`src/rtl/bn_param_calc.sv`:
```
// rtl/bn_param_calc.sv - folds std/mean/gamma/beta into per-channel scale a and shift b
module bn_param_calc #(
   parameter int DATA_WIDTH = 16,
   parameter int FRAC_BITS  = 8,
   parameter int CHANNELS   = 64,
   parameter int CH_WIDTH   = $clog2(CHANNELS)
) (
   input  logic                  clk,
   input  logic                  rst_n,
   input  logic                  in_valid,
   output logic                  in_ready,
   input  logic [CH_WIDTH-1:0]   ch_in,
   input  logic [DATA_WIDTH-1:0] g_stan_dev_in,
   input  logic [DATA_WIDTH-1:0] g_avg_in,
   input  logic [DATA_WIDTH-1:0] gamma_in,
   input  logic [DATA_WIDTH-1:0] beta_in,
   output logic                  out_valid,
   input  logic                  out_ready,
   output logic [CH_WIDTH-1:0]   ch_out,
   output logic [DATA_WIDTH-1:0] a_out,
   output logic [DATA_WIDTH-1:0] b_out,
   output logic                  sat_out,
   output logic                  err_out
);

   localparam int N     = DATA_WIDTH + FRAC_BITS;
   localparam int CNT_W = $clog2(N + 1);
   localparam int PW    = 2 * DATA_WIDTH;
   localparam logic [N-1:0] POS_LIM = N'((64'd1 << (DATA_WIDTH - 1)) - 64'd1);
   localparam logic [N-1:0] NEG_LIM = N'(64'd1 << (DATA_WIDTH - 1));
   localparam logic [DATA_WIDTH-1:0] D_MAX = {1'b0, {(DATA_WIDTH-1){1'b1}}};
   localparam logic [DATA_WIDTH-1:0] D_MIN = {1'b1, {(DATA_WIDTH-1){1'b0}}};

   typedef enum logic [1:0] {IDLE, DIV, MUL, OUT} state_t;

   state_t                state, state_nxt;
   logic [CNT_W-1:0]      cnt;
   logic [N-1:0]          dq;        // dividend bits shift out the top, quotient bits shift in the bottom
   logic [DATA_WIDTH-1:0] rem;
   logic [DATA_WIDTH-1:0] divisor;
   logic [DATA_WIDTH-1:0] mean_r;
   logic [DATA_WIDTH-1:0] beta_r;
   logic [CH_WIDTH-1:0]   ch_r;
   logic                  q_neg;

   logic                  accept;
   logic                  bypass;
   logic [DATA_WIDTH-1:0] g_mag;
   logic [DATA_WIDTH:0]   trial;
   logic                  trial_ge;
   logic [DATA_WIDTH-1:0] a_sat;
   logic                  a_ovf;
   logic signed [PW-1:0]  a_ext;
   logic signed [PW-1:0]  m_ext;
   logic signed [PW-1:0]  prod;
   logic signed [PW-1:0]  p_shift;
   logic [PW:0]           b_wide;
   logic                  b_fits;
   logic [DATA_WIDTH-1:0] b_sat;

   assign in_ready  = (state == IDLE);
   assign out_valid = (state == OUT);
   assign accept    = in_valid & in_ready;
   assign bypass    = g_stan_dev_in[DATA_WIDTH-1] | (g_stan_dev_in == '0);
   assign g_mag     = gamma_in[DATA_WIDTH-1] ? -gamma_in : gamma_in;

   assign trial     = {rem, dq[N-1]};
   assign trial_ge  = (trial >= {1'b0, divisor});

   // Signed, saturated scale from the unsigned quotient magnitude
   always_comb begin
      a_sat = dq[DATA_WIDTH-1:0];
      a_ovf = 1'b0;
      if (q_neg) begin
         if (dq > NEG_LIM) begin
            a_sat = D_MIN;
            a_ovf = 1'b1;
         end else begin
            a_sat = -dq[DATA_WIDTH-1:0];
         end
      end else if (dq > POS_LIM) begin
         a_sat = D_MAX;
         a_ovf = 1'b1;
      end
   end

   assign a_ext   = {{DATA_WIDTH{a_sat[DATA_WIDTH-1]}}, a_sat};
   assign m_ext   = {{DATA_WIDTH{mean_r[DATA_WIDTH-1]}}, mean_r};
   assign prod    = a_ext * m_ext;
   assign p_shift = prod >>> FRAC_BITS;
   assign b_wide  = {{(PW+1-DATA_WIDTH){beta_r[DATA_WIDTH-1]}}, beta_r} - {p_shift[PW-1], p_shift};
   // b fits when every bit above the target sign bit matches it
   assign b_fits  = (b_wide[PW:DATA_WIDTH-1] == '0) | (b_wide[PW:DATA_WIDTH-1] == '1);
   assign b_sat   = b_fits ? b_wide[DATA_WIDTH-1:0] : (b_wide[PW] ? D_MIN : D_MAX);

   // State register
   always_ff @(posedge clk or negedge rst_n) begin
      if (!rst_n) state <= IDLE;
      else        state <= state_nxt;
   end

   // Next-state logic: bypass skips straight to OUT, division runs N cycles
   always_comb begin
      state_nxt = state;
      case (state)
         IDLE: if (accept) state_nxt = bypass ? OUT : DIV;
         DIV:  if (cnt == CNT_W'(N - 1)) state_nxt = MUL;
         MUL:  state_nxt = OUT;
         OUT:  if (out_ready) state_nxt = IDLE;
         default: state_nxt = IDLE;
      endcase
   end

   // Operand capture, restoring division step, and result registers
   always_ff @(posedge clk or negedge rst_n) begin
      if (!rst_n) begin
         cnt     <= '0;
         dq      <= '0;
         rem     <= '0;
         divisor <= '0;
         mean_r  <= '0;
         beta_r  <= '0;
         ch_r    <= '0;
         q_neg   <= 1'b0;
         ch_out  <= '0;
         a_out   <= '0;
         b_out   <= '0;
         sat_out <= 1'b0;
         err_out <= 1'b0;
      end else begin
         case (state)
            IDLE: if (accept) begin
               ch_r    <= ch_in;
               mean_r  <= g_avg_in;
               beta_r  <= beta_in;
               divisor <= g_stan_dev_in;
               q_neg   <= gamma_in[DATA_WIDTH-1] ^ g_stan_dev_in[DATA_WIDTH-1];
               dq      <= N'(g_mag) << FRAC_BITS;
               rem     <= '0;
               cnt     <= '0;
               if (bypass) begin
                  ch_out  <= ch_in;
                  a_out   <= '0;
                  b_out   <= beta_in;
                  sat_out <= 1'b0;
                  err_out <= 1'b1;
               end
            end
            DIV: begin
               rem <= trial_ge ? (trial[DATA_WIDTH-1:0] - divisor) : trial[DATA_WIDTH-1:0];
               dq  <= {dq[N-2:0], trial_ge};
               cnt <= cnt + CNT_W'(1);
            end
            MUL: begin
               ch_out  <= ch_r;
               a_out   <= a_sat;
               b_out   <= b_sat;
               sat_out <= a_ovf | ~b_fits;
               err_out <= 1'b0;
            end
            default: ;
         endcase
      end
   end

endmodule

```
`config.mk`:
```
export PLATFORM = sky130hd
export DESIGN_NAME = bn_param_calc
export DESIGN_NICKNAME = d
export VERILOG_FILES = /design/src/rtl/bn_param_calc.sv
export SDC_FILE = /design/constraint.sdc
export NUM_CORES = 1
export LEC_CHECK = 0
export CORE_MARGIN = 2
export CORE_UTILIZATION = 50
export CTS_CLUSTER_SIZE = 28
export DETAILED_ROUTE_END_ITERATION = 16
export PLACE_DENSITY = 0.73
export SLEW_MARGIN = 20
export SYNTH_ARGS = -nofsm -noshare
export SYNTH_HDL_FRONTEND = slang
export SYNTH_SLANG_ARGS = --single-unit
```
`constraint.sdc`:
```
create_clock -name clk -period 11 [get_ports clk]
set_input_delay 1.1 -clock clk [delete_from_list [all_inputs] [get_ports clk]]
set_output_delay 1.1 -clock clk [all_outputs]
set_load 0.005 [all_outputs]
```
==> results of run 1 <==
metal layers:
layer	GRT usage (%)	vias up	share of wire [%]
met5	0	-	0
met1	32.6	7616	41
met4	8.83	0	3.2
li1	-	6898	-
met2	44.6	429	51
met3	3.02	94	4.5
flip-flops by register name, indices dropped and copies added (netlist names), 6 cells and up:
signal,cells
mean_r,16
ch_out,6
b_out,16
ch_r,6
dq,24
a_out,16
rem,16
divisor,16
beta_r,16
Yosys cell counts, types with 7 or more instances:
cell type                  instances
sky130_fd_sc_hd__or2_2             8
sky130_fd_sc_hd__nor4_1           12
sky130_fd_sc_hd__xnor2_1          41
sky130_fd_sc_hd__a21o_1           18
sky130_fd_sc_hd__nor2_1           81
sky130_fd_sc_hd__fa_1            263
sky130_fd_sc_hd__o31ai_1           9
sky130_fd_sc_hd__buf_2             7
sky130_fd_sc_hd__nand2_1         240
sky130_fd_sc_hd__dfrtp_1         142
sky130_fd_sc_hd__mux2_2           55
sky130_fd_sc_hd__inv_1           368
sky130_fd_sc_hd__and2_1          117
sky130_fd_sc_hd__nand3_1          14
sky130_fd_sc_hd__o21ai_0         101
sky130_fd_sc_hd__a22o_1           22
sky130_fd_sc_hd__nor2b_1          11
sky130_fd_sc_hd__xor2_1           34
sky130_fd_sc_hd__or3_1            20
sky130_fd_sc_hd__o21a_1           11
sky130_fd_sc_hd__nand4_1          16
sky130_fd_sc_hd__a211oi_1          8
sky130_fd_sc_hd__nand2b_1         12
sky130_fd_sc_hd__ha_1            126
sky130_fd_sc_hd__o21bai_1         11
sky130_fd_sc_hd__mux2i_1          22
sky130_fd_sc_hd__o211ai_1         11
sky130_fd_sc_hd__a21oi_1          78
sky130_fd_sc_hd__buf_1             9
sky130_fd_sc_hd__o22ai_1          14
sky130_fd_sc_hd__clkbuf_1         63
sky130_fd_sc_hd__nor3_1           18
cell families after synthesis:
group | count (synthesis) | synth area share, %
AND/OR/NAND/NOR | 575 | 15.3
buffers and inverters | 448 | 9.07
adder cells (fa/ha/maj) | 389 | 36.6
multiplexers | 78 | 4.57
flip-flops | 142 | 19.0
AO/OA/AOI/OAI | 345 | 12.0
XOR/XNOR | 75 | 3.51
through the flow:
step	hold WS, ns	worst slack [ns]	setup TNS [ns]
finish	0.481	0.188	0
global route	0.518	-0.265	-3.76
CTS	0.486	0.0200	0
detailed placement	0.470	0.00262	0
global placement	0.462	0.365	0
floorplan	0.467	0.634	0
worst min path at each step:
stage                          from   endpoint  depth (start not counted)
after CTS                   err_out    err_out                          2
final                     ch_out[3]  ch_out[3]                          2
after floorplan              dq[17]     dq[17]                          2
after detailed placement    err_out    err_out                          2
after global routing      b_out[15]  b_out[15]                          2
after global placement    ch_out[3]  ch_out[3]                          2
critical path: cells and delay by family (launching register included):
kind,cells,cell delay (ns)
AOI/OAI and AO/OA,11,2.13
xor gates and xnor gates,2,0.44
adders and majority gates,8,3.56
buffers and inverters,8,0.85
DFF,1,0.43
and+or+nand+nor,17,3.24
cell type report:
class                      count  area (µm²)  share of cell area (%)
inverter                     368        1380                    6.33
sequential                   142        3550                    16.3
multi-input combinational   1462       13800                    63.4
tap                          468         586                    2.69
clock inverter                14         129                   0.591
clock buffer                  18         429                    1.97
timing repair buffer         194        1900                    8.73
what timing repair did:
item / CTS / global route
hold buffers: 0 / 0
cloned: 0 / 4
buffers inserted: 2 / 31
endpoints found under the setup margin: 2 / 16
pin swaps: 2 / 58
gates resized for setup: 0 / 93
==> flow_summary.json, run 1 <==
{
  "outcome": "completed",
  "design_area_um2": 21800,
  "placement.io_buffers": 115,
  "post-route-drc-count": 0,
  "maxCapViolCount": 0,
  "synth_top_flop_cell": "sky130_fd_sc_hd__dfrtp_1",
  "synth-async-reset-ratio_pct": 100,
  "grt_first_pass_wirelength_um": 78400,
  "final-setup-viol-count": 0,
  "area_delta_synth_final_pct": 16.5,
  "post_synth.cell_area_avg_um2": 9.12,
  "synth-seq-area-share_pct": 19.0,
  "mappedNetlistNets": 2515,
  "timing_worst_setup_path_type": "register to register",
  "initial_core_utilization_pct": 51.0,
  "clock-root-buffer": "sky130_fd_sc_hd__clkbuf_16",
  "timing.rr.start": "dq[2]",
  "antenna_violations_before_repair": 0,
  "dr.first_iter.drc_count": 866,
  "setup_repair_after_global_routing_missed_its_margin": "yes",
  "number_of_global_route_vias_before_repair": 15800,
  "std_cell_rows": 70,
  "fin_crit_sh_pct": 98.3,
  "post-dp-hpwl_um": 36700,
  "synth_edf_count": 0,
  "tritoncts.num_buffers": 17,
  "hold_path.class": "register to register",
  "clock_skew_ns": 0.0152,
  "endpoint": "b_out[5]",
  "worstPathArrival_ns": 11.13,
  "final_layout_size_suffix_gt1_share_pct": 12.1,
  "synth_largest_type_area_fraction_pct": 28.1,
  "synth.largest_area_cell": "sky130_fd_sc_hd__fa_1",
  "finish.net_count": 2648,
  "cts_tree": "done",
  "source_to_sink_clock_delay_at_the_later_pin_of_the_worst_skew_pair_ns": 0.45,
  "setup_crit_start_kind": "register",
  "final_cells": 2666,
  "detail_route.vias_per_cell": 5.64,
  "synth.cell_area_um2": 18700,
  "h-tree-depth": 4,
  "max-slew-margin-rel_pct": 30.6,
  "timing_hold_violations_final": 0,
  "tightest_slew_ns": 1.04,
  "commonest_non_fill_non_tap_cell_in_the_layout": "sky130_fd_sc_hd__inv_1",
  "final.fill_count": 3100,
  "total_vias_in_the_final_route": 15000,
  "grt_max_degree": 80,
  "floorplan.die.height_um": 197,
  "cp_data_required_time_ns": 11.32,
  "finalCriticalPeriod_ns": 10.81,
  "reg2reg_setup_slack_ns": 0.19,
  "route.antenna.remaining_nets": 0,
  "max_clock_freq_mhz": 92.5,
  "final_max_slew_viol_count": 0,
  "grt.total_usage_pct": 25.4,
  "final_cell_mix": "360 x sky130_fd_sc_hd__inv_1, 261 x sky130_fd_sc_hd__fa_1, 236 x sky130_fd_sc_hd__nand2_1",
  "cpMostUsedCell": "sky130_fd_sc_hd__fa_1",
  "crit-reg2reg-capture": "b_out[5]",
  "post_synth_num_cell_types": 82,
  "synth.top_cells.by_area": "sky130_fd_sc_hd__fa_1 28%, sky130_fd_sc_hd__dfrtp_1 19%, sky130_fd_sc_hd__ha_1 8.4%",
  "core_region_area_um2": 36700,
  "worst-path-max-fanout": 8,
  "synthCells": 2052,
  "clock_path_buffers": 2,
  "gpl.final_weighted_congestion": 0.897,
  "postSynthRegisterBits": 142,
  "place.detailed.instances": 2597,
  "clkSlewWorstSetupHoldPaths_ns": 0.07,
  "ioPinCount": 116,
  "grt_overflow": 0,
  "yosys_warnings": 0,
  "critical_path.endpoint_type": "register",
  "routedWlPerCell_um": 18.0,
  "timing.critical_path.from": "dq[2]",
  "critical_path.max_stage_delay_ns": 0.60,
  "fp.dieArea_um2": 39000,
  "r2r_cells": 46,
  "critical_path_cell_with_the_highest_stage_delay": "sky130_fd_sc_hd__fa_1",
  "final_util_pct": 59.4,
  "place_area_um2": 20600,
  "floorplan.die.width_um": 197,
  "diodes": 0,
  "routed_wirelength_um": 48100,
  "first_pass_iters": 7,
  "clock-sinks": 142
}
Power of run 1 is not shown: default switching activity piles up to over one toggle a cycle in this logic, so the estimate is an artifact.
==> run 2: changes to the inputs <==
- PLACE_DENSITY: 0.73 -> 0.7
- clock period: 11 -> 13.25 ns (I/O delays scaled with it)
==> run 2 against run 1 <==
  * Via count down 2.6%
  * Non-clock buffer count decreased by 60
  * Critical endpoint is now b_out[13]
  * Worst hold slack lost 0.0015 ns
  * Clock skew is 0.0073 ns higher
  * Fmax decreased by 12%
  * Highest routed layer unchanged
  * Die area stayed put
  * Clock-buffer cell count unchanged
  * First-iteration DRC count increased by 2.2%
==> flow_summary.json, run 2 (synthesis gave the netlist of run 1 again) <==
{
  "post-cts-setup-buffers": 0,
  "worst-path-max-fanout": 17,
  "post-route-drc-count": 0,
  "max-slew-margin-rel_pct": 28.8,
  "final-setup-viol-count": 0,
  "setup_total_negative_slack_ns": 0,
  "finalCriticalPeriod_ns": 12.30,
  "fin_crit_sh_pct": 92.8,
  "grt_overflow": 0,
  "gpl.final_weighted_congestion": 0.871,
  "fp.dieArea_um2": 39000,
  "area_delta_synth_final_pct": 11.7,
  "core_region_area_um2": 36700,
  "timing_hold_violations_final": 0,
  "max_reg_flops": 24,
  "std_cell_rows": 70,
  "timing_worst_setup_path_type": "register to register",
  "routedWlPerCell_um": 18.0,
  "cp.depth": 39,
  "diodes": 0,
  "post_cts_hold_buffer_count": 0,
  "crit_buf_inv": 5,
  "grt_first_pass_wirelength_um": 78100,
  "h-tree-depth": 4,
  "setup_repair_after_global_routing_missed_its_margin": "no",
  "clock-sinks": 142,
  "first_pass_iters": 7,
  "floorplan.die.height_um": 197,
  "final_max_slew_viol_count": 0,
  "total_vias_in_the_final_route": 14700,
  "routed_wirelength_um": 46800,
  "place.detailed.instances": 2574,
  "crit-reg2reg-capture": "b_out[13]",
  "tightest_slew_ns": 1.07,
  "ioPinCount": 116,
  "setup_crit_start_kind": "register",
  "critical_path_cell_with_the_highest_stage_delay": "sky130_fd_sc_hd__nor2b_1",
  "critical_path.endpoint_type": "register",
  "worstPathArrival_ns": 12.57,
  "commonest_non_fill_non_tap_cell_in_the_layout": "sky130_fd_sc_hd__inv_1",
  "grt.total_usage_pct": 25.3,
  "top_register": "dq",
  "finish.net_count": 2588,
  "max_clock_freq_mhz": 81.3,
  "post-dp-hpwl_um": 36300,
  "final.fill_count": 3252,
  "final_cell_mix": "368 x sky130_fd_sc_hd__inv_1, 263 x sky130_fd_sc_hd__fa_1, 239 x sky130_fd_sc_hd__nand2_1",
  "clock_path_buffers": 2,
  "floorplan.die.width_um": 197,
  "hold_path.class": "register to register",
  "source_to_sink_clock_delay_at_the_later_pin_of_the_worst_skew_pair_ns": 0.45,
  "timing.critical_path.from": "dq[1]",
  "place_area_um2": 20300,
  "reg2reg_setup_slack_ns": 0.95,
  "critical_path.max_stage_delay_ns": 0.86,
  "cts_tree": "done",
  "timing.rr.start": "dq[1]",
  "detail_route.vias_per_cell": 5.62,
  "crit_family": "simple AND/OR/NAND/NOR gates",
  "design_area_um2": 20900,
  "clock_skew_ns": 0.0226,
  "outcome": "completed",
  "number_of_global_route_vias_before_repair": 15500,
  "placement.io_buffers": 115,
  "post_cts_resized": 0,
  "antenna_violations_before_repair": 1,
  "initial_core_utilization_pct": 51.0,
  "route.antenna.remaining_nets": 0,
  "hold_ws_ns": 0.479,
  "cp_data_required_time_ns": 13.52,
  "grt_max_degree": 76,
  "endpoint": "b_out[13]",
  "cpMostUsedCell": "sky130_fd_sc_hd__fa_1",
  "clkSlewWorstSetupHoldPaths_ns": 0.06,
  "r2r_cells": 39,
  "dr.first_iter.drc_count": 885,
  "final_cells": 2606,
  "tritoncts.num_buffers": 17,
  "maxCapViolCount": 0,
  "final_layout_size_suffix_gt1_share_pct": 6.64,
  "clock-root-buffer": "sky130_fd_sc_hd__clkbuf_16"
}
==> run 2: changes by cell type in the layout (fill, tap and decap cells not counted), sizes merged <==
| cell | before | now |
|---|---|---|
| buf | 78 | 20 |
| clkbuf | 20 | 18 |
| clkinv | 6 | 4 |
| bufinv | 0 | 1 |
| clkinvlp | 2 | 3 |
==> run 2: stage by stage <==
stage,setup slack (ns),util [%]
floorplan,2.88,-
global placement,1.30,55.4
detailed placement,1.13,55.4
CTS,1.00,57.0
global route,0.00356,57.0
finish,0.949,57.0
==> run 2: final cells by class <==
type	instances	area (µm²)	share of cell area (%)
Inverter	368	1380	6.61
Clock buffer	18	429	2.05
Clock inverter	14	153	0.730
Sequential cell	142	3550	17.0
Multi-Input combinational cell	1462	13500	64.6
Timing Repair Buffer	134	1290	6.19
Tap cell	468	586	2.80
==> run 2: per-layer routing <==
layer	wire length (µm)	GRT usage, %
met4	1740	9.72
met5	0	0
met1	19300	31.6
met2	23700	44.6
met3	2060	3.57
==> run 2: worst min path at each step <==
stage              start         to  slack (ns)  depth (start not counted)
2_1_floorplan     dq[17]     dq[17]        0.47                          2
3_3_place_gp   ch_out[0]  ch_out[0]        0.46                          2
3_5_place_dp   ch_out[3]  ch_out[3]        0.47                          2
4_1_cts        ch_out[3]  ch_out[3]        0.49                          2
5_1_grt         a_out[2]   a_out[2]        0.52                          1
6_report       ch_out[3]  ch_out[3]        0.48                          2
==> run 2: worst reg2reg max path, delay by kind of cell, from the launching register on <==
kind | cells | cell delay [ns]
buffers and inverters | 5 | 0.40
XOR/XNOR | 1 | 0.19
flip-flops | 1 | 0.38
AND/OR/NAND/NOR | 12 | 4.40
adder cells (fa/ha/maj) | 9 | 3.81
AO/OA/AOI/OAI | 12 | 2.99
Power of run 2 is left out for the same reason.
==> run 3: changes to the inputs <==
- CAP_MARGIN: not set -> 25
- CORE_ASPECT_RATIO: not set -> 1.25
==> run 3 against run 2 <==
  * Global-route usage is 1.3 points higher
  * Largest cell class unchanged
  * Non-clock buffer count is 6 higher
  * Die area hardly changed
  * Worst hold slack better by 0.0095 ns
  * Critical path depth is 2 higher
  * Flip-flop and latch count stayed put
==> flow_summary.json, run 3 (synthesis gave the netlist of run 1 again) <==
{
  "floorplan.die.width_um": 177,
  "antenna_violations_before_repair": 0,
  "grt_overflow": 0,
  "worstPathArrival_ns": 12.20,
  "clock-root-buffer": "sky130_fd_sc_hd__clkbuf_16",
  "critical_path_cell_with_the_highest_stage_delay": "sky130_fd_sc_hd__o31ai_1",
  "critical_path.endpoint_type": "register",
  "number_of_global_route_vias_before_repair": 16000,
  "finalCriticalPeriod_ns": 11.86,
  "h-tree-depth": 4,
  "timing_hold_violations_final": 0,
  "critical_path.max_stage_delay_ns": 0.65,
  "setup_repair_after_global_routing_missed_its_margin": "no",
  "ioPinCount": 116,
  "routed_wirelength_um": 48600,
  "crit_buf_inv": 5,
  "gpl.final_weighted_congestion": 0.937,
  "maxCapViolCount": 0,
  "max_clock_freq_mhz": 84.3,
  "top_register": "dq",
  "std_cell_rows": 79,
  "placement.io_buffers": 115,
  "hold_path.class": "register to register",
  "final_layout_size_suffix_gt1_share_pct": 6.95,
  "setup_crit_start_kind": "register",
  "final-setup-viol-count": 0,
  "max-slew-margin-rel_pct": 36.6,
  "tightest_slew_ns": 0.950,
  "grt_max_degree": 87,
  "outcome": "completed",
  "clock_skew_ns": 0.0221,
  "first_pass_iters": 6,
  "post_cts_hold_buffer_count": 0,
  "post-cts-setup-buffers": 0,
  "post_cts_resized": 0,
  "grt_first_pass_wirelength_um": 81500,
  "final_util_pct": 56.6,
  "finish.net_count": 2594,
  "initial_core_utilization_pct": 50.5,
  "tritoncts.num_buffers": 17,
  "clock_path_buffers": 2,
  "total_vias_in_the_final_route": 14800,
  "post-route-drc-count": 0,
  "fp.dieArea_um2": 39000,
  "diodes": 0,
  "timing_worst_setup_path_type": "register to register",
  "final_cell_mix": "368 x sky130_fd_sc_hd__inv_1, 263 x sky130_fd_sc_hd__fa_1, 239 x sky130_fd_sc_hd__nand2_1",
  "setup_total_negative_slack_ns": 0,
  "grt.total_usage_pct": 26.7,
  "post-dp-hpwl_um": 37900,
  "final_max_slew_viol_count": 0,
  "route.antenna.remaining_nets": 0,
  "crit_family": "simple AND/OR/NAND/NOR gates",
  "clock-sinks": 142,
  "clkSlewWorstSetupHoldPaths_ns": 0.07,
  "cts_tree": "done",
  "cp_data_required_time_ns": 13.59,
  "area_delta_synth_final_pct": 12.1,
  "worst-path-max-fanout": 17,
  "floorplan.die.height_um": 220,
  "routedWlPerCell_um": 18.5,
  "max_reg_flops": 24,
  "core_region_area_um2": 37100,
  "source_to_sink_clock_delay_at_the_later_pin_of_the_worst_skew_pair_ns": 0.47,
  "dr.first_iter.drc_count": 808,
  "commonest_non_fill_non_tap_cell_in_the_layout": "sky130_fd_sc_hd__inv_1",
  "cpMostUsedCell": "sky130_fd_sc_hd__fa_1",
  "detail_route.vias_per_cell": 5.64,
  "final.fill_count": 3273,
  "fin_crit_sh_pct": 89.5
}
==> run 3: cell count changes in the layout (fill, tap and decap cells not counted), sizes merged <==
cell      change
buf           +6
clkinvlp      -2
bufinv        +1
clkinv        +1
==> run 3: tightest hold or removal path, delay by kind of cell, from the launching register on <==
family | cells | cell delay [ns]
AO/OA/AOI/OAI | 1 | 0.06
flip-flops | 1 | 0.35
AND/OR/NAND/NOR | 1 | 0.05
==> run 3: worst paths after layout <==
kind	from	endpoint	slack (ns)	cells after the start
max in group asynchronous	rst_n	dq[9]	11.01	2
min	ch_out[5]	ch_out[5]	0.49	2
max reg2reg	dq[1]	sat_out	1.39	41
max	dq[1]	sat_out	1.39	41
min in group asynchronous	rst_n	ch_out[4]	0.94	1
min reg2reg	ch_out[5]	ch_out[5]	0.49	2
==> run 3: area by class of cell <==
| type | count | area, µm² | share of cell area, % |
|---|---|---|---|
| clock buffers | 18 | 439 | 2.09 |
| clock inverters | 14 | 155 | 0.739 |
| multi-input cells | 1462 | 13500 | 64.4 |
| flip-flops and latches | 142 | 3550 | 16.9 |
| inverters | 368 | 1380 | 6.58 |
| repair buffers | 140 | 1340 | 6.39 |
| well taps | 486 | 608 | 2.90 |
==> run 3: routing by layer <==
metal	share of wire, %	vias up	global-route usage (%)
met4	4.2	0	12.3
met3	4.0	116	3.76
li1	-	6774	-
met1	40	7518	32.2
met2	52	418	47.2
met5	0	-	0
==> run 3: stage by stage <==
| stage | hold slack (ns) | instances | cell area (µm²) | worst slack (ns) |
|---|---|---|---|---|
| 2_1_floorplan | 0.467 | 2052 | 18700 | 2.88 |
| 3_3_place_gp | 0.466 | 2598 | 20400 | 1.80 |
| 3_5_place_dp | 0.476 | 2598 | 20400 | 1.60 |
| 4_1_cts | 0.497 | 2630 | 21000 | 1.54 |
| 5_1_grt | 0.517 | 2630 | 21000 | 0.589 |
| 6_report | 0.489 | 2630 | 21000 | 1.39 |
Power of run 3 is left out for the same reason.
